==> config.mk <==
export PLATFORM = sky130hd
export DESIGN_NAME = tdc_spi_arbiter
export DESIGN_NICKNAME = d
export VERILOG_FILES = /design/src/rtl/tdc_spi_arbiter.sv
export SDC_FILE = /design/constraint.sdc
export NUM_CORES = 1
export LEC_CHECK = 0
export BUFFER_PORTS_ARGS = -buffer_cell sky130_fd_sc_hd__buf_4
export CAP_MARGIN = 20
export CORE_MARGIN = 10
export CORE_UTILIZATION = 35
export DETAILED_ROUTE_END_ITERATION = 6
export PLACE_DENSITY = 0.71
export SLEW_MARGIN = 20
export SYNTH_ARGS = -nofsm -noshare
export SYNTH_HDL_FRONTEND = slang
export SYNTH_SLANG_ARGS = --single-unit
==> constraint.sdc <==
create_clock -name i_clk_50m -period 3.1 [get_ports i_clk_50m]
set_clock_uncertainty 0.2 [all_clocks]
set_input_delay 0.155 -clock i_clk_50m [delete_from_list [all_inputs] [get_ports i_clk_50m]]
set_output_delay 0.155 -clock i_clk_50m [all_outputs]
set_load 0.01 [all_outputs]
==> src/rtl/tdc_spi_arbiter.sv <==
// tdc_spi_arbiter
// Two-port arbiter for a shared TDC SPI command engine. A granted request is
// captured and presented downstream as one level strobe plus cmd/num/wdata
// fields until the engine reports done, a timeout expires, or the request
// type is illegal. A completion pulse then returns to the owning port. A fixed
// idle gap follows, after which the next request can be granted.
//
// Ports
//   i_clk_50m, i_rst_n        clock, synchronous active-low reset
//   i_req0/1                  request, held until the matching done
//   i_type0/1                 0 one-byte, 1 write, 2 read, 3 illegal
//   i_cmd0/1, i_num0/1        TDC opcode, bit count minus 1
//   i_wdata0/1                write data
//   o_done0/1                 one-cycle completion pulse to the owner
//   o_rdata                   read data, valid with done, held until next done
//   o_err                     one-cycle pulse with done on timeout/illegal type
//   o_busy                    transaction in progress (BUSY or GAP)
//   o_owner                   port of current or last grant
//   o_cmd_tdc_wr/rd/byte      downstream level strobes
//   o_tdc_cmd/num/wr_data     downstream fields
//   i_tdc_cmd_done            downstream completion pulse
//   i_tdc_rd_data             downstream read data
module tdc_spi_arbiter #(
  parameter int unsigned TIMEOUT_CYC = 200000,
  parameter int unsigned GAP_CYC     = 4,
  parameter int unsigned STARVE_MAX  = 4
) (
  input  logic        i_clk_50m,
  input  logic        i_rst_n,
  input  logic        i_req0,
  input  logic        i_req1,
  input  logic [1:0]  i_type0,
  input  logic [1:0]  i_type1,
  input  logic [7:0]  i_cmd0,
  input  logic [7:0]  i_cmd1,
  input  logic [5:0]  i_num0,
  input  logic [5:0]  i_num1,
  input  logic [31:0] i_wdata0,
  input  logic [31:0] i_wdata1,
  output logic        o_done0,
  output logic        o_done1,
  output logic [31:0] o_rdata,
  output logic        o_err,
  output logic        o_busy,
  output logic        o_owner,
  output logic        o_cmd_tdc_wr,
  output logic        o_cmd_tdc_rd,
  output logic        o_cmd_tdc_byte,
  output logic [7:0]  o_tdc_cmd,
  output logic [5:0]  o_tdc_num,
  output logic [31:0] o_tdc_wr_data,
  input  logic        i_tdc_cmd_done,
  input  logic [31:0] i_tdc_rd_data
);

  localparam int unsigned TO_W  = ($clog2(TIMEOUT_CYC + 1) > 18) ? $clog2(TIMEOUT_CYC + 1) : 18;
  localparam int unsigned GAP_W = ($clog2(GAP_CYC + 1) > 1) ? $clog2(GAP_CYC + 1) : 1;
  localparam int unsigned STV_W = ($clog2(STARVE_MAX + 1) > 1) ? $clog2(STARVE_MAX + 1) : 1;

  localparam logic [1:0] ST_IDLE = 2'd0;
  localparam logic [1:0] ST_BUSY = 2'd1;
  localparam logic [1:0] ST_GAP  = 2'd2;

  localparam logic [1:0] TY_BYTE = 2'd0;
  localparam logic [1:0] TY_WR   = 2'd1;
  localparam logic [1:0] TY_RD   = 2'd2;
  localparam logic [1:0] TY_ILL  = 2'd3;

  logic [1:0]       state_q, state_d;
  logic [TO_W-1:0]  busy_cnt_q, busy_cnt_d;
  logic [GAP_W-1:0] gap_cnt_q, gap_cnt_d;
  logic [STV_W-1:0] starve_q, starve_d;
  logic [1:0]       type_q, type_d;

  logic        owner_d;
  logic        done0_d, done1_d, err_d, busy_d;
  logic        wr_d, rd_d, byte_d;
  logic [7:0]  cmd_d;
  logic [5:0]  num_d;
  logic [31:0] wdata_d, rdata_d;

  logic        fin, fin_err;

  // Arbitration: port 0 wins unless port 1 has been passed over STARVE_MAX times
  logic        grant1;
  logic [1:0]  sel_type;
  logic [7:0]  sel_cmd;
  logic [5:0]  sel_num;
  logic [31:0] sel_wdata;

  assign grant1    = i_req1 && (!i_req0 || (starve_q == STV_W'(STARVE_MAX)));
  assign sel_type  = grant1 ? i_type1  : i_type0;
  assign sel_cmd   = grant1 ? i_cmd1   : i_cmd0;
  assign sel_num   = grant1 ? i_num1   : i_num0;
  assign sel_wdata = grant1 ? i_wdata1 : i_wdata0;

  // Next-state and next-output logic
  always_comb begin
    state_d    = state_q;
    busy_cnt_d = busy_cnt_q;
    gap_cnt_d  = gap_cnt_q;
    starve_d   = starve_q;
    type_d     = type_q;
    owner_d    = o_owner;
    cmd_d      = o_tdc_cmd;
    num_d      = o_tdc_num;
    wdata_d    = o_tdc_wr_data;
    wr_d       = o_cmd_tdc_wr;
    rd_d       = o_cmd_tdc_rd;
    byte_d     = o_cmd_tdc_byte;
    rdata_d    = o_rdata;
    done0_d    = 1'b0;
    done1_d    = 1'b0;
    err_d      = 1'b0;
    fin        = 1'b0;
    fin_err    = 1'b0;

    case (state_q)
      ST_IDLE: begin
        if (i_req0 || i_req1) begin
          // Starvation count only grows while port 1 is actually waiting
          if (grant1 || !i_req1) begin
            starve_d = '0;
          end else if (starve_q != STV_W'(STARVE_MAX)) begin
            starve_d = starve_q + STV_W'(1);
          end
          owner_d    = grant1;
          type_d     = sel_type;
          cmd_d      = sel_cmd;
          num_d      = (sel_type == TY_BYTE) ? 6'd0 : sel_num;
          wdata_d    = (sel_type == TY_BYTE) ? 32'd0 : sel_wdata;
          wr_d       = (sel_type == TY_WR);
          rd_d       = (sel_type == TY_RD);
          byte_d     = (sel_type == TY_BYTE);
          busy_cnt_d = '0;
          state_d    = ST_BUSY;
        end
      end

      ST_BUSY: begin
        // Done outranks timeout; an illegal type ends after one BUSY cycle
        if (type_q == TY_ILL) begin
          fin     = 1'b1;
          fin_err = 1'b1;
        end else if (i_tdc_cmd_done) begin
          fin = 1'b1;
        end else if (busy_cnt_q == TO_W'(TIMEOUT_CYC)) begin
          fin     = 1'b1;
          fin_err = 1'b1;
        end else begin
          busy_cnt_d = busy_cnt_q + TO_W'(1);
        end

        if (fin) begin
          wr_d       = 1'b0;
          rd_d       = 1'b0;
          byte_d     = 1'b0;
          cmd_d      = '0;
          num_d      = '0;
          wdata_d    = '0;
          rdata_d    = (!fin_err && (type_q == TY_RD)) ? i_tdc_rd_data : 32'd0;
          done0_d    = !o_owner;
          done1_d    = o_owner;
          err_d      = fin_err;
          busy_cnt_d = '0;
          gap_cnt_d  = '0;
          state_d    = ST_GAP;
        end
      end

      ST_GAP: begin
        if (gap_cnt_q == GAP_W'(GAP_CYC - 1)) begin
          gap_cnt_d = '0;
          state_d   = ST_IDLE;
        end else begin
          gap_cnt_d = gap_cnt_q + GAP_W'(1);
        end
      end

      default: begin
        state_d = ST_IDLE;
      end
    endcase

    busy_d = (state_d != ST_IDLE);
  end

  // State, counters, captured type and all outputs
  always_ff @(posedge i_clk_50m) begin
    if (!i_rst_n) begin
      state_q        <= ST_IDLE;
      busy_cnt_q     <= '0;
      gap_cnt_q      <= '0;
      starve_q       <= '0;
      type_q         <= '0;
      o_owner        <= 1'b0;
      o_tdc_cmd      <= '0;
      o_tdc_num      <= '0;
      o_tdc_wr_data  <= '0;
      o_cmd_tdc_wr   <= 1'b0;
      o_cmd_tdc_rd   <= 1'b0;
      o_cmd_tdc_byte <= 1'b0;
      o_rdata        <= '0;
      o_done0        <= 1'b0;
      o_done1        <= 1'b0;
      o_err          <= 1'b0;
      o_busy         <= 1'b0;
    end else begin
      state_q        <= state_d;
      busy_cnt_q     <= busy_cnt_d;
      gap_cnt_q      <= gap_cnt_d;
      starve_q       <= starve_d;
      type_q         <= type_d;
      o_owner        <= owner_d;
      o_tdc_cmd      <= cmd_d;
      o_tdc_num      <= num_d;
      o_tdc_wr_data  <= wdata_d;
      o_cmd_tdc_wr   <= wr_d;
      o_cmd_tdc_rd   <= rd_d;
      o_cmd_tdc_byte <= byte_d;
      o_rdata        <= rdata_d;
      o_done0        <= done0_d;
      o_done1        <= done1_d;
      o_err          <= err_d;
      o_busy         <= busy_d;
    end
  end

endmodule

==> impl_metrics.prom, run 1 <==
# TYPE chip_impl_metric gauge
chip_impl_info{name="status",value="finished clean"} 1
chip_impl_metric{name="tritoncts_num_sinks",unit=""} 114
chip_impl_info{name="timing_worst_setup_path_type",value="reg2reg"} 1
chip_impl_metric{name="grt_antenna_before_repair",unit=""} 0
chip_impl_metric{name="totalPowerFinal",unit="mW"} 4.554
chip_impl_metric{name="wirelength",unit="µm"} 20780
chip_impl_metric{name="area_after_detailed_placement",unit="µm²"} 7014
chip_impl_metric{name="groute.layer.met1.usage",unit="%"} 22.85
chip_impl_metric{name="synth_edf_count",unit=""} 0
chip_impl_metric{name="power.share.clock",unit="%"} 47.2
chip_impl_metric{name="stdcell_area",unit="µm²"} 8981
chip_impl_metric{name="hold_viol",unit=""} 0
chip_impl_metric{name="floorplan.core_area",unit="µm²"} 14700
chip_impl_metric{name="timing.final.setup_violations",unit=""} 0
chip_impl_metric{name="arrival",unit="ns"} 2.93
chip_impl_metric{name="tns",unit="ns"} 0
chip_impl_metric{name="initialDrtViolationCount",unit=""} 240
chip_impl_metric{name="min_period",unit="ns"} 2.791
chip_impl_metric{name="max-vdd-ir-drop",unit="mV"} 0.3944
chip_impl_metric{name="timing.max_cap.violations",unit=""} 0
chip_impl_metric{name="netlist_instances",unit=""} 591
chip_impl_metric{name="global_route_wire_length_before_repair",unit="µm"} 32270
chip_impl_metric{name="chipHeight",unit="µm"} 143.0
chip_impl_metric{name="power.share.sequential",unit="%"} 35.0
chip_impl_metric{name="place.gp.congestion",unit=""} 0.8518
chip_impl_metric{name="critical_path.max_fanout",unit=""} 19
chip_impl_metric{name="track_usage",unit="%"} 19.61
chip_impl_metric{name="netlist-cell-type-count",unit=""} 53
chip_impl_metric{name="ant_nets",unit=""} 0
chip_impl_info{name="clk_root_buffer_cell",value="sky130_fd_sc_hd__clkbuf_16"} 1
chip_impl_metric{name="post_drt_wl_per_cell",unit="µm"} 18.67
chip_impl_metric{name="gr-total-overflow",unit=""} 0
chip_impl_metric{name="syn_to_final_growth",unit="%"} 69.65
chip_impl_metric{name="tritoncts.num_buffers",unit=""} 17
chip_impl_metric{name="whs",unit="ns"} 0.02678
chip_impl_metric{name="yosysSeqAreaShare",unit="%"} 43.11
chip_impl_metric{name="synthesis.area_per_instance",unit="µm²"} 8.957
chip_impl_metric{name="drc_errors",unit=""} 0
chip_impl_metric{name="p_sw_share",unit="%"} 24.11
chip_impl_info{name="grt-busiest-layer",value="met2"} 1
chip_impl_metric{name="layout_utilization",unit="%"} 61.10
chip_impl_metric{name="num_vias",unit=""} 6003
chip_impl_metric{name="fp-row-count",unit=""} 44
chip_impl_metric{name="timing.slew.headroom",unit="%"} 31.72
chip_impl_metric{name="yosys_warnings",unit=""} 0
chip_impl_metric{name="yosys_register_bits",unit=""} 114
chip_impl_info{name="synth_top_flop_cell",value="sky130_fd_sc_hd__dfxtp_1"} 1
chip_impl_metric{name="first_global_vias",unit=""} 6027
chip_impl_metric{name="internal-power",unit="mW"} 3.456
chip_impl_info{name="endpoint_kind",value="register"} 1
chip_impl_metric{name="starting_utilization_of_the_core_area",unit="%"} 36.01
chip_impl_metric{name="maxClockFrequency",unit="GHz"} 0.3583
chip_impl_metric{name="cts-resized-gates",unit=""} 0
chip_impl_info{name="hold_path_class",value="in2reg"} 1
chip_impl_metric{name="syn_nets",unit=""} 729
chip_impl_metric{name="firstDrtPassIters",unit=""} 5
chip_impl_metric{name="detail_route.vias_per_cell",unit=""} 5.394
chip_impl_metric{name="grt_max_degree",unit=""} 83
chip_impl_metric{name="required_time_of_the_worst_setup_path",unit="ns"} 3.24
chip_impl_metric{name="max_h_tree_level",unit=""} 4
chip_impl_metric{name="worst-slew-pin-transition",unit="ns"} 1.024
chip_impl_metric{name="power_density",unit="nW/µm²"} 507.1
chip_impl_metric{name="ys_async_rst_share",unit="%"} 0
chip_impl_metric{name="io_pins",unit=""} 219
chip_impl_metric{name="p_comb_share",unit="%"} 17.7
chip_impl_metric{name="syn-cell-area",unit="µm²"} 5294
chip_impl_metric{name="final_max_slew_viol_count",unit=""} 0
chip_impl_metric{name="clk_pin_slew",unit="ns"} 0.05
chip_impl_metric{name="layout.nets",unit=""} 1053
chip_impl_metric{name="floorplan.die.width",unit="µm"} 143.0
chip_impl_metric{name="period_share",unit="%"} 90.02
chip_impl_metric{name="hpwl",unit="µm"} 12820
chip_impl_info{name="cts_tree",value="yes"} 1
chip_impl_info{name="rsz_0062_raised_after_global_routing",value="false"} 1
chip_impl_metric{name="grt.met3_usage",unit="%"} 9.154
chip_impl_metric{name="die_area",unit="µm²"} 20440
chip_impl_metric{name="static_power_due_to_leakage",unit="nW"} 3.918
chip_impl_metric{name="gr-usage-met2",unit="%"} 30.77
chip_impl_metric{name="clkLatencyLatePin",unit="ns"} 0.41
chip_impl_metric{name="ctsLongestPathBuffers",unit=""} 2
chip_impl_metric{name="port_buffer_cells",unit=""} 218
chip_impl_metric{name="post_route_cells_drive_above_1_share",unit="%"} 29.02
chip_impl_metric{name="netSwitchingPower",unit="mW"} 1.098
chip_impl_info{name="setup.worst_path.start_class",value="register"} 1
==> cell type report <==
cell class / count / area, µm²
fillers: 1143 / 5718
repair buffers: 362 / 3058
multi-input cells: 410 / 2718
flip-flops and latches: 114 / 2282
clock buffers: 21 / 470.5
well taps: 184 / 230.2
clock inverters: 10 / 180.2
inverters: 10 / 37.54
diodes: 2 / 5.005
==> placed cells by master (no fill, tap or decap), types with 2 or more instances in the layout <==
cell and instances:
sky130_fd_sc_hd__a211oi_1 4, sky130_fd_sc_hd__a21oi_1 14, sky130_fd_sc_hd__a2bb2oi_1 2, sky130_fd_sc_hd__a31oi_1 48, sky130_fd_sc_hd__and2_1 6, sky130_fd_sc_hd__and3_1 42
sky130_fd_sc_hd__buf_4 230, sky130_fd_sc_hd__bufinv_16 5, sky130_fd_sc_hd__clkbuf_16 17, sky130_fd_sc_hd__clkbuf_8 3, sky130_fd_sc_hd__clkinv_2 3, sky130_fd_sc_hd__clkinvlp_4 2
sky130_fd_sc_hd__dfxtp_1 114, sky130_fd_sc_hd__diode_2 2, sky130_fd_sc_hd__dlygate4sd3_1 131, sky130_fd_sc_hd__ha_1 5, sky130_fd_sc_hd__inv_1 10, sky130_fd_sc_hd__mux2i_1 41
sky130_fd_sc_hd__nand2_1 63, sky130_fd_sc_hd__nand2b_1 3, sky130_fd_sc_hd__nand3_1 13, sky130_fd_sc_hd__nand4_1 44, sky130_fd_sc_hd__nor2_1 20, sky130_fd_sc_hd__nor2b_1 5
sky130_fd_sc_hd__nor3_1 6, sky130_fd_sc_hd__nor3b_1 4, sky130_fd_sc_hd__nor4_1 5, sky130_fd_sc_hd__o21ai_0 4, sky130_fd_sc_hd__o2bb2ai_1 48, sky130_fd_sc_hd__o32ai_1 2
sky130_fd_sc_hd__or4_1 2, sky130_fd_sc_hd__xor2_1 4
==> state kept, by name (all words and copies together), names as in the netlist <==
signal and flops:
o_cmd_tdc_rd 1, o_rdata 32, o_cmd_tdc_wr 1, starve_q 3, o_tdc_num 6, gap_cnt_q 3, o_owner 1, o_done0 1
o_err 1, busy_cnt_q 18, o_done1 1, o_cmd_tdc_byte 1, o_tdc_cmd 8, state_q 2, type_q 2, o_tdc_wr_data 32
o_busy 1
==> logic make-up after synthesis <==
| family | Yosys count | synth area share [%] |
|---|---|---|
| buf+inv | 67 | 5.862 |
| mux | 41 | 7.752 |
| fa+ha+maj | 5 | 1.182 |
| flops | 114 | 43.11 |
| compound gates | 135 | 18.55 |
| xor+xnor | 5 | 0.8272 |
| simple gates | 224 | 22.71 |
==> per-stage QoR <==
step	std cells	setup slack [ns]
2_1_floorplan	591	1.184
3_3_place_gp	949	0.6777
3_5_place_dp	949	0.6066
4_1_cts	1111	0.2810
5_1_grt	1111	0.06978
6_report	1113	0.3092
==> final timing paths <==
path | startpoint | to | slack [ns] | depth (start not counted)
worst max-delay path | starve_q[0]$_SDFFE_PN0P_ | o_tdc_cmd[3]$_SDFFE_PN0P_ | 0.31 | 9
worst min-delay path | i_req1 | starve_q[2]$_SDFFE_PN0P_ | 0.03 | 4
worst max register to register | starve_q[0]$_SDFFE_PN0P_ | o_tdc_cmd[3]$_SDFFE_PN0P_ | 0.31 | 9
worst min register to register | gap_cnt_q[2]$_SDFFE_PN0P_ | gap_cnt_q[2]$_SDFFE_PN0P_ | 0.25 | 2
==> power by group through the flow <==
stage | Sequential, mW | Clock [mW] | Combinational [mW]
after detailed placement | 1.62 | 0 | 0.629
after CTS | 1.59 | 2.17 | 0.786
after floorplan | 1.64 | 0 | 0.292
final | 1.60 | 2.15 | 0.807
after global routing | 1.60 | 2.24 | 0.867
after global placement | 1.62 | 0 | 0.624
==> cells in the mapped netlist (3+ instances only) <==
| cell type | count | area [µm²] |
|---|---|---|
| sky130_fd_sc_hd__nor2b_1 | 6 | 37.54 |
| sky130_fd_sc_hd__mux2i_1 | 41 | 410.4 |
| sky130_fd_sc_hd__nor4_1 | 5 | 31.28 |
| sky130_fd_sc_hd__buf_2 | 8 | 40.04 |
| sky130_fd_sc_hd__buf_6 | 5 | 56.30 |
| sky130_fd_sc_hd__nand2_1 | 63 | 236.5 |
| sky130_fd_sc_hd__o21ai_0 | 4 | 20.02 |
| sky130_fd_sc_hd__a211oi_1 | 4 | 30.03 |
| sky130_fd_sc_hd__nand2b_1 | 3 | 18.77 |
| sky130_fd_sc_hd__dfxtp_1 | 114 | 2282 |
| sky130_fd_sc_hd__clkbuf_1 | 38 | 142.6 |
| sky130_fd_sc_hd__buf_1 | 3 | 11.26 |
| sky130_fd_sc_hd__and2_1 | 6 | 37.54 |
| sky130_fd_sc_hd__ha_1 | 5 | 62.56 |
| sky130_fd_sc_hd__nor2_1 | 20 | 75.07 |
| sky130_fd_sc_hd__inv_1 | 10 | 37.54 |
| sky130_fd_sc_hd__and3_1 | 42 | 262.8 |
| sky130_fd_sc_hd__nand4_1 | 44 | 275.3 |
| sky130_fd_sc_hd__nor3b_1 | 4 | 30.03 |
| sky130_fd_sc_hd__nor3_1 | 6 | 30.03 |
| sky130_fd_sc_hd__a21oi_1 | 14 | 70.07 |
| sky130_fd_sc_hd__xor2_1 | 4 | 35.03 |
| sky130_fd_sc_hd__o2bb2ai_1 | 48 | 420.4 |
| sky130_fd_sc_hd__a31oi_1 | 48 | 300.3 |
| sky130_fd_sc_hd__nand3_1 | 13 | 65.06 |
| sky130_fd_sc_hd__buf_4 | 3 | 22.52 |
==> timing repair <==
action / in CTS / in global routing
hold buffers: 131 / 0
setup buffers: 0 / 0
hold endpoints to repair: 85 / 0
==> per-layer routing <==
| metal | routed length [µm] | vias to the layer above |
|---|---|---|
| met5 | 0 | - |
| met1 | 8404 | 2788 |
| met4 | 453 | 0 |
| met2 | 9454 | 316 |
| li1 | - | 2869 |
| met3 | 2469 | 30 |
==> critical path, stage by stage, from the launching register on <==
cell                            delay, ns
sky130_fd_sc_hd__dfxtp_1             0.33
sky130_fd_sc_hd__inv_1               0.07
sky130_fd_sc_hd__ha_1                0.16
sky130_fd_sc_hd__nand2_1             0.14
sky130_fd_sc_hd__a21boi_4            0.41
sky130_fd_sc_hd__buf_4               0.33
sky130_fd_sc_hd__nand2_1             0.08
sky130_fd_sc_hd__a2111oi_0           0.32
sky130_fd_sc_hd__dlygate4sd3_1       0.59
sky130_fd_sc_hd__o21bai_1            0.10
Note: power is estimated with default switching activity, not from simulation.
==> run 2: changes to the inputs <==
--- a/config.mk
+++ b/config.mk
@@ -5,12 +5,13 @@
 export SDC_FILE = /design/constraint.sdc
 export NUM_CORES = 1
 export LEC_CHECK = 0
-export BUFFER_PORTS_ARGS = -buffer_cell sky130_fd_sc_hd__buf_4
 export CAP_MARGIN = 20
 export CORE_MARGIN = 10
 export CORE_UTILIZATION = 35
 export DETAILED_ROUTE_END_ITERATION = 6
-export PLACE_DENSITY = 0.71
+export DONT_BUFFER_PORTS = 1
+export PLACE_DENSITY = 0.59
+export SETUP_SLACK_MARGIN = 0.4
 export SLEW_MARGIN = 20
 export SYNTH_ARGS = -nofsm -noshare
 export SYNTH_HDL_FRONTEND = slang
==> impl_metrics.prom, run 2 <==
# TYPE chip_impl_metric gauge
chip_impl_metric{name="floorplan.die.width",unit="µm"} 143.0
chip_impl_metric{name="ys_async_rst_share",unit="%"} 0
chip_impl_metric{name="ctsLongestPathBuffers",unit=""} 2
chip_impl_metric{name="place.gp.congestion",unit=""} 0.8841
chip_impl_metric{name="synth_simple_gate_area_share",unit="%"} 22.71
chip_impl_metric{name="starting_utilization_of_the_core_area",unit="%"} 36.01
chip_impl_info{name="synth_top_flop_cell",value="sky130_fd_sc_hd__dfxtp_1"} 1
chip_impl_metric{name="port_buffer_cells",unit=""} 0
chip_impl_metric{name="synth_edf_count",unit=""} 0
chip_impl_metric{name="yosys.area.top_type_share",unit="%"} 43.11
chip_impl_metric{name="tritoncts_num_sinks",unit=""} 114
chip_impl_metric{name="syn_nets",unit=""} 729
chip_impl_metric{name="yosysSeqAreaShare",unit="%"} 43.11
chip_impl_metric{name="synthesis.area_per_instance",unit="µm²"} 8.957
chip_impl_metric{name="fp-row-count",unit=""} 44
chip_impl_metric{name="synth-compound-area-share",unit="%"} 18.55
chip_impl_metric{name="yosys_register_bits",unit=""} 114
chip_impl_metric{name="cts-resized-gates",unit=""} 0
chip_impl_metric{name="yosys_warnings",unit=""} 0
chip_impl_metric{name="post_cts_buffers",unit=""} 0
chip_impl_info{name="status",value="stopped before the end"} 1
chip_impl_info{name="yosys.cell_count.top_type",value="sky130_fd_sc_hd__dfxtp_1"} 1
chip_impl_metric{name="synth.mux.area_fraction",unit="%"} 7.752
chip_impl_metric{name="syn-cell-area",unit="µm²"} 5294
chip_impl_metric{name="holdBufCountCts",unit=""} 152
chip_impl_info{name="lastStage",value="clock tree synthesis (4_1_cts)"} 1
chip_impl_info{name="firstError",value="[ERROR RSZ-0060] Max buffer count reached."} 1
chip_impl_metric{name="place.detailed.instances",unit=""} 726
chip_impl_metric{name="io_pins",unit=""} 219
chip_impl_metric{name="chipHeight",unit="µm"} 143.0
chip_impl_info{name="clk_root_buffer_cell",value="sky130_fd_sc_hd__clkbuf_16"} 1
chip_impl_metric{name="max_h_tree_level",unit=""} 4
chip_impl_metric{name="netlist_instances",unit=""} 591
chip_impl_metric{name="tritoncts.num_buffers",unit=""} 17
chip_impl_metric{name="synth_xor_area_share",unit="%"} 0.8272
chip_impl_metric{name="synth-adder-area-share",unit="%"} 1.182
chip_impl_metric{name="hpwl",unit="µm"} 11720
chip_impl_info{name="yosysTopAreaCell",value="sky130_fd_sc_hd__dfxtp_1"} 1
chip_impl_info{name="post_synth_main_area_contributors",value="sky130_fd_sc_hd__dfxtp_1, sky130_fd_sc_hd__o2bb2ai_1, sky130_fd_sc_hd__mux2i_1"} 1
chip_impl_info{name="main_combinational_cell_family_by_area_after_synthesis",value="simple AND/OR/NAND/NOR gates"} 1
chip_impl_info{name="synth.top_cells.by_count",value="sky130_fd_sc_hd__dfxtp_1, sky130_fd_sc_hd__nand2_1, sky130_fd_sc_hd__a31oi_1, sky130_fd_sc_hd__o2bb2ai_1, sky130_fd_sc_hd__nand4_1"} 1
chip_impl_metric{name="area_after_detailed_placement",unit="µm²"} 5353
chip_impl_metric{name="netlist-cell-type-count",unit=""} 53
==> run 2: cells by family after synthesis <==
group / after synthesis
compound gates: 135
flops: 114
buf+inv: 67
mux: 41
fa+ha+maj: 5
simple gates: 224
xor+xnor: 5
==> run 2: per-stage QoR <==
stage / worst slack (ns) / utilization, %
after floorplan: 1.184 / -
after global placement: 0.6989 / 36.41
after detailed placement: 0.6101 / 36.41
==> run 3: changes to the inputs <==
--- a/config.mk
+++ b/config.mk
@@ -7,11 +7,10 @@
 export LEC_CHECK = 0
 export CAP_MARGIN = 20
 export CORE_MARGIN = 10
-export CORE_UTILIZATION = 35
+export CORE_UTILIZATION = 20
 export DETAILED_ROUTE_END_ITERATION = 6
 export DONT_BUFFER_PORTS = 1
-export PLACE_DENSITY = 0.59
-export SETUP_SLACK_MARGIN = 0.4
+export PLACE_DENSITY_LB_ADDON = 0.15
 export SLEW_MARGIN = 20
 export SYNTH_ARGS = -nofsm -noshare
 export SYNTH_HDL_FRONTEND = slang
==> impl_metrics.prom, run 3 (synthesis results as in run 1) <==
# TYPE chip_impl_metric gauge
chip_impl_info{name="status",value="finished clean"} 1
chip_impl_metric{name="tritoncts.num_buffers",unit=""} 17
chip_impl_info{name="regToRegEndpoint",value="o_rdata[16]$_SDFFE_PN0P_"} 1
chip_impl_metric{name="required_time_of_the_worst_setup_path",unit="ns"} 3.19
chip_impl_metric{name="num_vias",unit=""} 5262
chip_impl_metric{name="gr-total-overflow",unit=""} 0
chip_impl_metric{name="critical_path.max_fanout",unit=""} 9
chip_impl_metric{name="grt_antenna_before_repair",unit=""} 2
chip_impl_info{name="crit_start",value="busy_cnt_q[5]$_SDFFE_PN0P_"} 1
chip_impl_metric{name="min_period",unit="ns"} 2.912
chip_impl_metric{name="firstDrtPassIters",unit=""} 5
chip_impl_metric{name="timing.final.setup_violations",unit=""} 0
chip_impl_metric{name="period_share",unit="%"} 93.92
chip_impl_metric{name="grt_max_degree",unit=""} 78
chip_impl_metric{name="arrival",unit="ns"} 3.01
chip_impl_info{name="cts_tree",value="yes"} 1
chip_impl_info{name="clk_root_buffer_cell",value="sky130_fd_sc_hd__clkbuf_16"} 1
chip_impl_metric{name="ant_nets",unit=""} 0
chip_impl_metric{name="track_usage",unit="%"} 11.73
chip_impl_metric{name="drc_errors",unit=""} 0
chip_impl_info{name="reg_top3",value="o_rdata (32), o_tdc_wr_data (32), busy_cnt_q (18)"} 1
chip_impl_metric{name="starting_utilization_of_the_core_area",unit="%"} 20.31
chip_impl_info{name="timing_worst_setup_path_type",value="reg2reg"} 1
chip_impl_metric{name="final_max_slew_viol_count",unit=""} 0
chip_impl_metric{name="syn_to_final_growth",unit="%"} 47.41
chip_impl_info{name="timing.critical_path.cells",value="nor4b_1 > and4b_1 > nand3b_1 > buf_4 > nand4_1 > dlygate4sd3_1 > mux2i_1 > dlygate4sd3_1"} 1
chip_impl_metric{name="timing.critical_path.buf_inv",unit=""} 3
chip_impl_metric{name="io_pins",unit=""} 219
chip_impl_metric{name="wirelength",unit="µm"} 20500
chip_impl_info{name="commonest_non_fill_non_tap_cell_in_the_layout",value="sky130_fd_sc_hd__dlygate4sd3_1"} 1
chip_impl_metric{name="timing.slew.headroom",unit="%"} 56.60
chip_impl_metric{name="tns",unit="ns"} 0
chip_impl_info{name="commonest_non_fill_non_tap_cells_in_the_layout",value="sky130_fd_sc_hd__dlygate4sd3_1, sky130_fd_sc_hd__dfxtp_1, sky130_fd_sc_hd__nand2_1"} 1
chip_impl_metric{name="timing.max_cap.violations",unit=""} 0
chip_impl_metric{name="tritoncts_num_sinks",unit=""} 114
chip_impl_info{name="worstHoldEndpoint",value="busy_cnt_q[10]$_SDFFE_PN0P_"} 1
chip_impl_metric{name="clk_pin_slew",unit="ns"} 0.06
chip_impl_metric{name="chipHeight",unit="µm"} 182.7
chip_impl_metric{name="power_density",unit="nW/µm²"} 545.8
chip_impl_metric{name="rr_worst_depth",unit=""} 8
chip_impl_metric{name="ctsLongestPathBuffers",unit=""} 2
chip_impl_metric{name="floorplan.core_area",unit="µm²"} 26060
chip_impl_metric{name="maxClockFrequency",unit="GHz"} 0.3434
chip_impl_metric{name="layout.nets",unit=""} 863
chip_impl_metric{name="place.gp.congestion",unit=""} 0.8041
chip_impl_metric{name="floorplan.die.width",unit="µm"} 182.7
chip_impl_metric{name="clkLatencyLatePin",unit="ns"} 0.41
chip_impl_metric{name="die_area",unit="µm²"} 33380
chip_impl_info{name="hold_start",value="i_req1"} 1
chip_impl_metric{name="totalPowerFinal",unit="mW"} 4.259
chip_impl_metric{name="hold_viol",unit=""} 0
chip_impl_info{name="cp_top_family",value="buffers and inverters"} 1
chip_impl_metric{name="fp-row-count",unit=""} 59
chip_impl_info{name="critical_path.slowest_cell",value="sky130_fd_sc_hd__dlygate4sd3_1"} 1
chip_impl_metric{name="cts-resized-gates",unit=""} 0
chip_impl_metric{name="post_route_cells_drive_above_1_share",unit="%"} 7.453
chip_impl_metric{name="detail_route.vias_per_cell",unit=""} 4.895
chip_impl_metric{name="reg2reg_setup_slack",unit="ns"} 0.19
chip_impl_metric{name="max-vdd-ir-drop",unit="mV"} 0.2624
chip_impl_metric{name="port_buffer_cells",unit=""} 0
chip_impl_info{name="rsz_0062_raised_after_global_routing",value="false"} 1
chip_impl_metric{name="post_drt_wl_per_cell",unit="µm"} 19.07
chip_impl_info{name="hold_path_class",value="in2reg"} 1
chip_impl_metric{name="initialDrtViolationCount",unit=""} 258
chip_impl_metric{name="worst-slew-pin-transition",unit="ns"} 0.6510
chip_impl_metric{name="first_global_vias",unit=""} 5651
chip_impl_info{name="endpoint_kind",value="register"} 1
chip_impl_metric{name="max_h_tree_level",unit=""} 4
chip_impl_metric{name="critical-path-max-stage-delay",unit="ns"} 0.58
chip_impl_info{name="critPathMostFrequentCell",value="sky130_fd_sc_hd__dlygate4sd3_1"} 1
chip_impl_info{name="launch_point_of_the_worst_reg_to_reg_path",value="busy_cnt_q[5]$_SDFFE_PN0P_"} 1
chip_impl_metric{name="hpwl",unit="µm"} 13280
chip_impl_info{name="setup.worst_path.start_class",value="register"} 1
chip_impl_metric{name="static_power_due_to_leakage",unit="nW"} 2.906
chip_impl_metric{name="global_route_wire_length_before_repair",unit="µm"} 31330
chip_impl_metric{name="min_delay_path_depth",unit=""} 5
run 3: worst min-delay path, delay by kind of cell:
family,cells,cell delay (ns)
simple gates,3,0.25
buf+inv,1,0.17
xor+xnor,1,0.14
run 3: through the flow:
stage / std cells / utilization (%) / worst slack [ns] / area (µm²) / hold slack [ns]
after floorplan: 591 / - / 1.184 / 5294 / 0.1080
after global placement: 881 / 21.39 / 0.7633 / 5574 / 0.1085
after detailed placement: 881 / 21.39 / 0.6731 / 5574 / 0.1162
after CTS: 1069 / 29.80 / 0.01301 / 7766 / 0.1307
after global routing: 1075 / 29.95 / 0.08065 / 7804 / 0.1747
final: 1075 / 29.95 / 0.1883 / 7804 / 0.1680
run 3: how the worst max path moves through the flow:
stage | slack, ns | cells past startpoint | to
3_3_place_gp | 0.76 | 6 | o_tdc_cmd[4]$_SDFFE_PN0P_
3_5_place_dp | 0.67 | 6 | o_tdc_wr_data[2]$_SDFFE_PN0P_
2_1_floorplan | 1.18 | 8 | o_tdc_cmd[0]$_SDFFE_PN0P_
5_1_grt | 0.08 | 8 | o_rdata[16]$_SDFFE_PN0P_
6_report | 0.19 | 8 | o_rdata[16]$_SDFFE_PN0P_
4_1_cts | 0.01 | 7 | o_rdata[12]$_SDFFE_PN0P_
run 3: area by class of cell:
class | instances | area, µm²
Fill cell | 2669 | 18260
Timing Repair Buffer | 172 | 1727
Inverter | 10 | 37.54
Tap cell | 335 | 419.2
Sequential cell | 114 | 2282
Clock inverter | 11 | 152.6
Antenna cell | 2 | 5.005
Clock buffer | 21 | 460.4
Multi-Input combinational cell | 410 | 2720
run 3: per-layer routing:
layer  vias to the layer above  global-route usage (%)  wire, µm
met4                         0                   4.621       335
met3                        23                   5.895      2263
met2                       254                   18.74      9562
met1                      2491                   13.02      8337
li1                       2494                       -         -
met5                         -                       0         0
run 3: what timing repair did:
| action | CTS | global route |
|---|---|---|
| hold buffers | 156 | 1 |
| hold endpoints to repair | 110 | 1 |
| setup buffers | 0 | 3 |
| setup endpoints to repair | 0 | 5 |
run 3: power by group:
part / leakage, nW / internal, mW / switching [mW]
combinational: 1.69 / 0.280 / 0.280
sequential: 0.927 / 1.54 / 0.0997
clock: 0.290 / 1.31 / 0.747
==> run 4: changes to the inputs <==
--- a/config.mk
+++ b/config.mk
@@ -5,6 +5,7 @@
 export SDC_FILE = /design/constraint.sdc
 export NUM_CORES = 1
 export LEC_CHECK = 0
+export ABC_AREA = 1
 export CAP_MARGIN = 20
 export CORE_MARGIN = 10
 export CORE_UTILIZATION = 20
==> impl_metrics.prom, run 4 <==
# TYPE chip_impl_metric gauge
chip_impl_metric{name="syn_to_final_growth",unit="%"} 40.69
chip_impl_metric{name="layout_utilization",unit="%"} 28.49
chip_impl_metric{name="initialDrtViolationCount",unit=""} 198
chip_impl_metric{name="required_time_of_the_worst_setup_path",unit="ns"} 3.21
chip_impl_metric{name="gr-total-overflow",unit=""} 0
chip_impl_metric{name="power.share.sequential",unit="%"} 39.7
chip_impl_info{name="timing_worst_setup_path_type",value="reg2reg"} 1
chip_impl_metric{name="num_vias",unit=""} 5360
chip_impl_metric{name="critical-path-max-stage-delay",unit="ns"} 0.58
chip_impl_info{name="clk_root_buffer_cell",value="sky130_fd_sc_hd__clkbuf_16"} 1
chip_impl_metric{name="layout.nets",unit=""} 1027
chip_impl_info{name="launch_point_of_the_worst_reg_to_reg_path",value="starve_q[0]$_SDFFE_PN0P_"} 1
chip_impl_metric{name="clk_pin_slew",unit="ns"} 0.07
chip_impl_metric{name="tritoncts_num_sinks",unit=""} 114
chip_impl_metric{name="p_comb_share",unit="%"} 14.7
chip_impl_info{name="cts_tree",value="yes"} 1
chip_impl_info{name="commonest_non_fill_non_tap_cells_in_the_layout",value="sky130_fd_sc_hd__nand2_1, sky130_fd_sc_hd__dlygate4sd3_1, sky130_fd_sc_hd__dfxtp_1"} 1
chip_impl_metric{name="timing.slew.headroom",unit="%"} 53.63
chip_impl_metric{name="floorplan.core_area",unit="µm²"} 26800
chip_impl_metric{name="hpwl",unit="µm"} 14260
chip_impl_metric{name="detail_route.vias_per_cell",unit=""} 4.312
chip_impl_metric{name="final_max_slew_viol_count",unit=""} 0
chip_impl_metric{name="place.gp.congestion",unit=""} 0.7553
chip_impl_metric{name="ctsLongestPathBuffers",unit=""} 2
chip_impl_metric{name="max-vdd-ir-drop",unit="mV"} 0.2747
chip_impl_metric{name="drc_errors",unit=""} 0
chip_impl_metric{name="finish.cell_count_without_fillers",unit=""} 1243
chip_impl_metric{name="ant_nets",unit=""} 0
chip_impl_info{name="cp_top_family",value="buffers and inverters"} 1
chip_impl_info{name="reg_top3",value="o_rdata (32), o_tdc_wr_data (32), busy_cnt_q (18)"} 1
chip_impl_info{name="hold_path_class",value="in2reg"} 1
chip_impl_metric{name="place.detailed.instances",unit=""} 1074
chip_impl_metric{name="reg2reg_setup_slack",unit="ns"} 0.24
chip_impl_metric{name="fp-row-count",unit=""} 60
chip_impl_metric{name="min_period",unit="ns"} 2.862
chip_impl_metric{name="max_h_tree_level",unit=""} 4
chip_impl_metric{name="worst-slew-pin-transition",unit="ns"} 0.6946
chip_impl_metric{name="synthesis.area_per_instance",unit="µm²"} 7.049
chip_impl_metric{name="firstDrtPassIters",unit=""} 4
chip_impl_info{name="yosys.cell_count.top_type",value="sky130_fd_sc_hd__nand2_1"} 1
chip_impl_metric{name="floorplan.die.width",unit="µm"} 184.7
chip_impl_info{name="setup.worst_path.start_class",value="register"} 1
chip_impl_metric{name="io_pins",unit=""} 219
chip_impl_info{name="regToRegEndpoint",value="o_tdc_cmd[4]$_SDFFE_PN0P_"} 1
chip_impl_metric{name="internal-power",unit="mW"} 2.961
chip_impl_info{name="commonest_non_fill_non_tap_cell_in_the_layout",value="sky130_fd_sc_hd__nand2_1"} 1
chip_impl_metric{name="global_route_wire_length_before_repair",unit="µm"} 31920
chip_impl_metric{name="chipHeight",unit="µm"} 184.7
chip_impl_metric{name="synth.mux.area_fraction",unit="%"} 0
chip_impl_metric{name="tritoncts.num_buffers",unit=""} 17
chip_impl_metric{name="power.share.clock",unit="%"} 45.6
chip_impl_info{name="critical_path.slowest_cell",value="sky130_fd_sc_hd__dlygate4sd3_1"} 1
chip_impl_metric{name="timing.final.setup_violations",unit=""} 0
chip_impl_metric{name="netlist_instances",unit=""} 770
chip_impl_info{name="synth_top_flop_cell",value="sky130_fd_sc_hd__dfxtp_1"} 1
chip_impl_metric{name="yosys_register_bits",unit=""} 114
chip_impl_metric{name="antenna_cells",unit=""} 0
chip_impl_info{name="hold_start",value="i_rst_n"} 1
chip_impl_metric{name="tns",unit="ns"} 0
chip_impl_metric{name="port_buffer_cells",unit=""} 0
chip_impl_metric{name="period_share",unit="%"} 92.32
chip_impl_metric{name="synth-adder-area-share",unit="%"} 1.153
chip_impl_metric{name="starting_utilization_of_the_core_area",unit="%"} 20.25
chip_impl_metric{name="arrival",unit="ns"} 2.97
chip_impl_metric{name="synth_xor_area_share",unit="%"} 1.291
chip_impl_metric{name="power_density",unit="nW/µm²"} 557.9
chip_impl_metric{name="wirelength",unit="µm"} 20760
chip_impl_metric{name="syn-cell-area",unit="µm²"} 5428
chip_impl_metric{name="synth-compound-area-share",unit="%"} 12.82
chip_impl_metric{name="static_power_due_to_leakage",unit="nW"} 2.937
chip_impl_metric{name="netSwitchingPower",unit="mW"} 1.299
chip_impl_info{name="endpoint_kind",value="register"} 1
chip_impl_info{name="synth.top_cells.by_count",value="sky130_fd_sc_hd__nand2_1, sky130_fd_sc_hd__dfxtp_1, sky130_fd_sc_hd__nor2_1, sky130_fd_sc_hd__nand3_1, sky130_fd_sc_hd__a21oi_1"} 1
chip_impl_metric{name="grt_antenna_before_repair",unit=""} 0
chip_impl_metric{name="synth_edf_count",unit=""} 0
chip_impl_info{name="yosysTopAreaCell",value="sky130_fd_sc_hd__dfxtp_1"} 1
chip_impl_metric{name="first_global_vias",unit=""} 5589
chip_impl_metric{name="yosys_warnings",unit=""} 0
chip_impl_info{name="rsz_0062_raised_after_global_routing",value="false"} 1
chip_impl_metric{name="hold_viol",unit=""} 0
chip_impl_metric{name="die_area",unit="µm²"} 34130
chip_impl_metric{name="yosys.area.top_type_share",unit="%"} 42.05
chip_impl_info{name="timing.critical_path.cells",value="inv_1 > ha_1 > nand2_1 > nand2_2 > nand2_4 > buf_8 > a21oi_1 > o21ai_0 > dlygate4sd3_1 > nand3_1 > dlygate4sd3_1 > nand2_1 > nor2_1"} 1
chip_impl_metric{name="syn_nets",unit=""} 908
chip_impl_metric{name="min_delay_path_depth",unit=""} 2
chip_impl_metric{name="netlist-cell-type-count",unit=""} 31
chip_impl_metric{name="p_sw_share",unit="%"} 30.49
chip_impl_metric{name="critical_path.max_fanout",unit=""} 15
chip_impl_metric{name="timing.max_cap.violations",unit=""} 0
chip_impl_info{name="worstHoldEndpoint",value="busy_cnt_q[4]$_SDFFE_PN0P_"} 1
chip_impl_metric{name="maxClockFrequency",unit="GHz"} 0.3494
chip_impl_metric{name="grt_max_degree",unit=""} 100
chip_impl_metric{name="timing.critical_path.buf_inv",unit=""} 4
chip_impl_metric{name="post_route_cells_drive_above_1_share",unit="%"} 10.64
chip_impl_metric{name="track_usage",unit="%"} 12.06
chip_impl_metric{name="clkLatencyLatePin",unit="ns"} 0.42
chip_impl_metric{name="rr_worst_depth",unit=""} 13
chip_impl_metric{name="post_drt_wl_per_cell",unit="µm"} 16.70
chip_impl_info{name="post_synth_main_area_contributors",value="sky130_fd_sc_hd__dfxtp_1, sky130_fd_sc_hd__nand2_1, sky130_fd_sc_hd__nor2_1"} 1
chip_impl_metric{name="synth_simple_gate_area_share",unit="%"} 34.51
chip_impl_metric{name="ys_async_rst_share",unit="%"} 0
chip_impl_metric{name="yosysSeqAreaShare",unit="%"} 42.05
chip_impl_info{name="status",value="finished clean"} 1
chip_impl_info{name="main_combinational_cell_family_by_area_after_synthesis",value="simple AND/OR/NAND/NOR gates"} 1
## run 4: changes by cell type after synthesis, sizes merged, moves of 17 or more
| cell | delta |
|---|---|
| clkbuf | -17 |
| o211ai | +40 |
| nand3 | +56 |
| o2bb2ai | -48 |
| or2 | +38 |
| nand2 | +155 |
| and3 | -42 |
| mux2i | -41 |
| nand4 | -38 |
| inv | +33 |
| a21oi | +39 |
| nor2 | +75 |
| a31oi | -48 |
| o21ai | +19 |
## run 4: repair_timing
item                       in CTS  in global routing
resized for setup               0                  3
hold buffers                  137                  0
setup endpoints to repair       0                  4
hold endpoints to repair       99                  0
buffers inserted                0                  0
## run 4: cells by family (layout without fill, tap and decap cells)
logic type | after synthesis | count (layout)
simple gates | 433 | 433
compound gates | 117 | 117
flops | 114 | 114
buf+inv | 93 | 225
xor+xnor | 8 | 8
fa+ha+maj | 5 | 5
## run 4: layout make-up
cell class | count | area, µm²
multi-input combinational | 563 | 2706
inverter | 45 | 168.9
tap | 341 | 426.7
timing repair buffer | 148 | 1479
fill | 2899 | 19160
clock inverter | 15 | 147.6
sequential | 114 | 2282
clock buffer | 17 | 425.4
## run 4: worst max-delay path by stage
stage | from | to | slack (ns) | cells after the start
global route | starve_q[0]$_SDFFE_PN0P_ | o_tdc_cmd[4]$_SDFFE_PN0P_ | 0.02 | 13
global placement | starve_q[0]$_SDFFE_PN0P_ | o_tdc_wr_data[2]$_SDFFE_PN0P_ | 0.70 | 11
CTS | starve_q[0]$_SDFFE_PN0P_ | o_tdc_cmd[4]$_SDFFE_PN0P_ | 0.03 | 13
finish | starve_q[0]$_SDFFE_PN0P_ | o_tdc_cmd[4]$_SDFFE_PN0P_ | 0.24 | 13
detailed placement | starve_q[0]$_SDFFE_PN0P_ | o_tdc_wr_data[2]$_SDFFE_PN0P_ | 0.70 | 11
floorplan | starve_q[0]$_SDFFE_PN0P_ | o_tdc_wr_data[24]$_SDFFE_PN0P_ | 1.27 | 14
## run 4: worst reg2reg max path: cells and delay by family, from the launching register on
kind,cells,cell delay (ns)
buffers and inverters,4,1.41
DFF,1,0.35
and+or+nand+nor,6,0.47
adders and majority gates,1,0.19
AOI/OAI and AO/OA,2,0.16
## run 4: power by group through the flow
| stage | Sequential (mW) | Combinational, mW | Clock [mW] |
|---|---|---|---|
| floorplan | 1.68 | 0.375 | 0 |
| global placement | 1.73 | 0.444 | 0 |
| detailed placement | 1.73 | 0.444 | 0 |
| CTS | 1.70 | 0.639 | 2.01 |
| global route | 1.70 | 0.709 | 2.07 |
| finish | 1.69 | 0.627 | 1.94 |
## run 4: per-stage QoR
| step | hold slack, ns | setup slack (ns) | cell area (µm²) | power [mW] |
|---|---|---|---|---|
| after global routing | 0.06664 | 0.01836 | 7636 | 4.486 |
| after floorplan | 0.1024 | 1.271 | 5428 | 2.054 |
| after detailed placement | 0.09514 | 0.7033 | 5662 | 2.174 |
| after CTS | 0.05084 | 0.02687 | 7624 | 4.352 |
| final | 0.03004 | 0.2381 | 7636 | 4.260 |
| after global placement | 0.1016 | 0.7045 | 5662 | 2.177 |
## run 4: routing by layer
| metal | GRT usage, % | wire length, µm |
|---|---|---|
| met1 | 13.69 | 8576 |
| met2 | 20.25 | 10460 |
| met3 | 3.859 | 1150 |
| met4 | 5.397 | 573 |
| met5 | 0 | 0 |
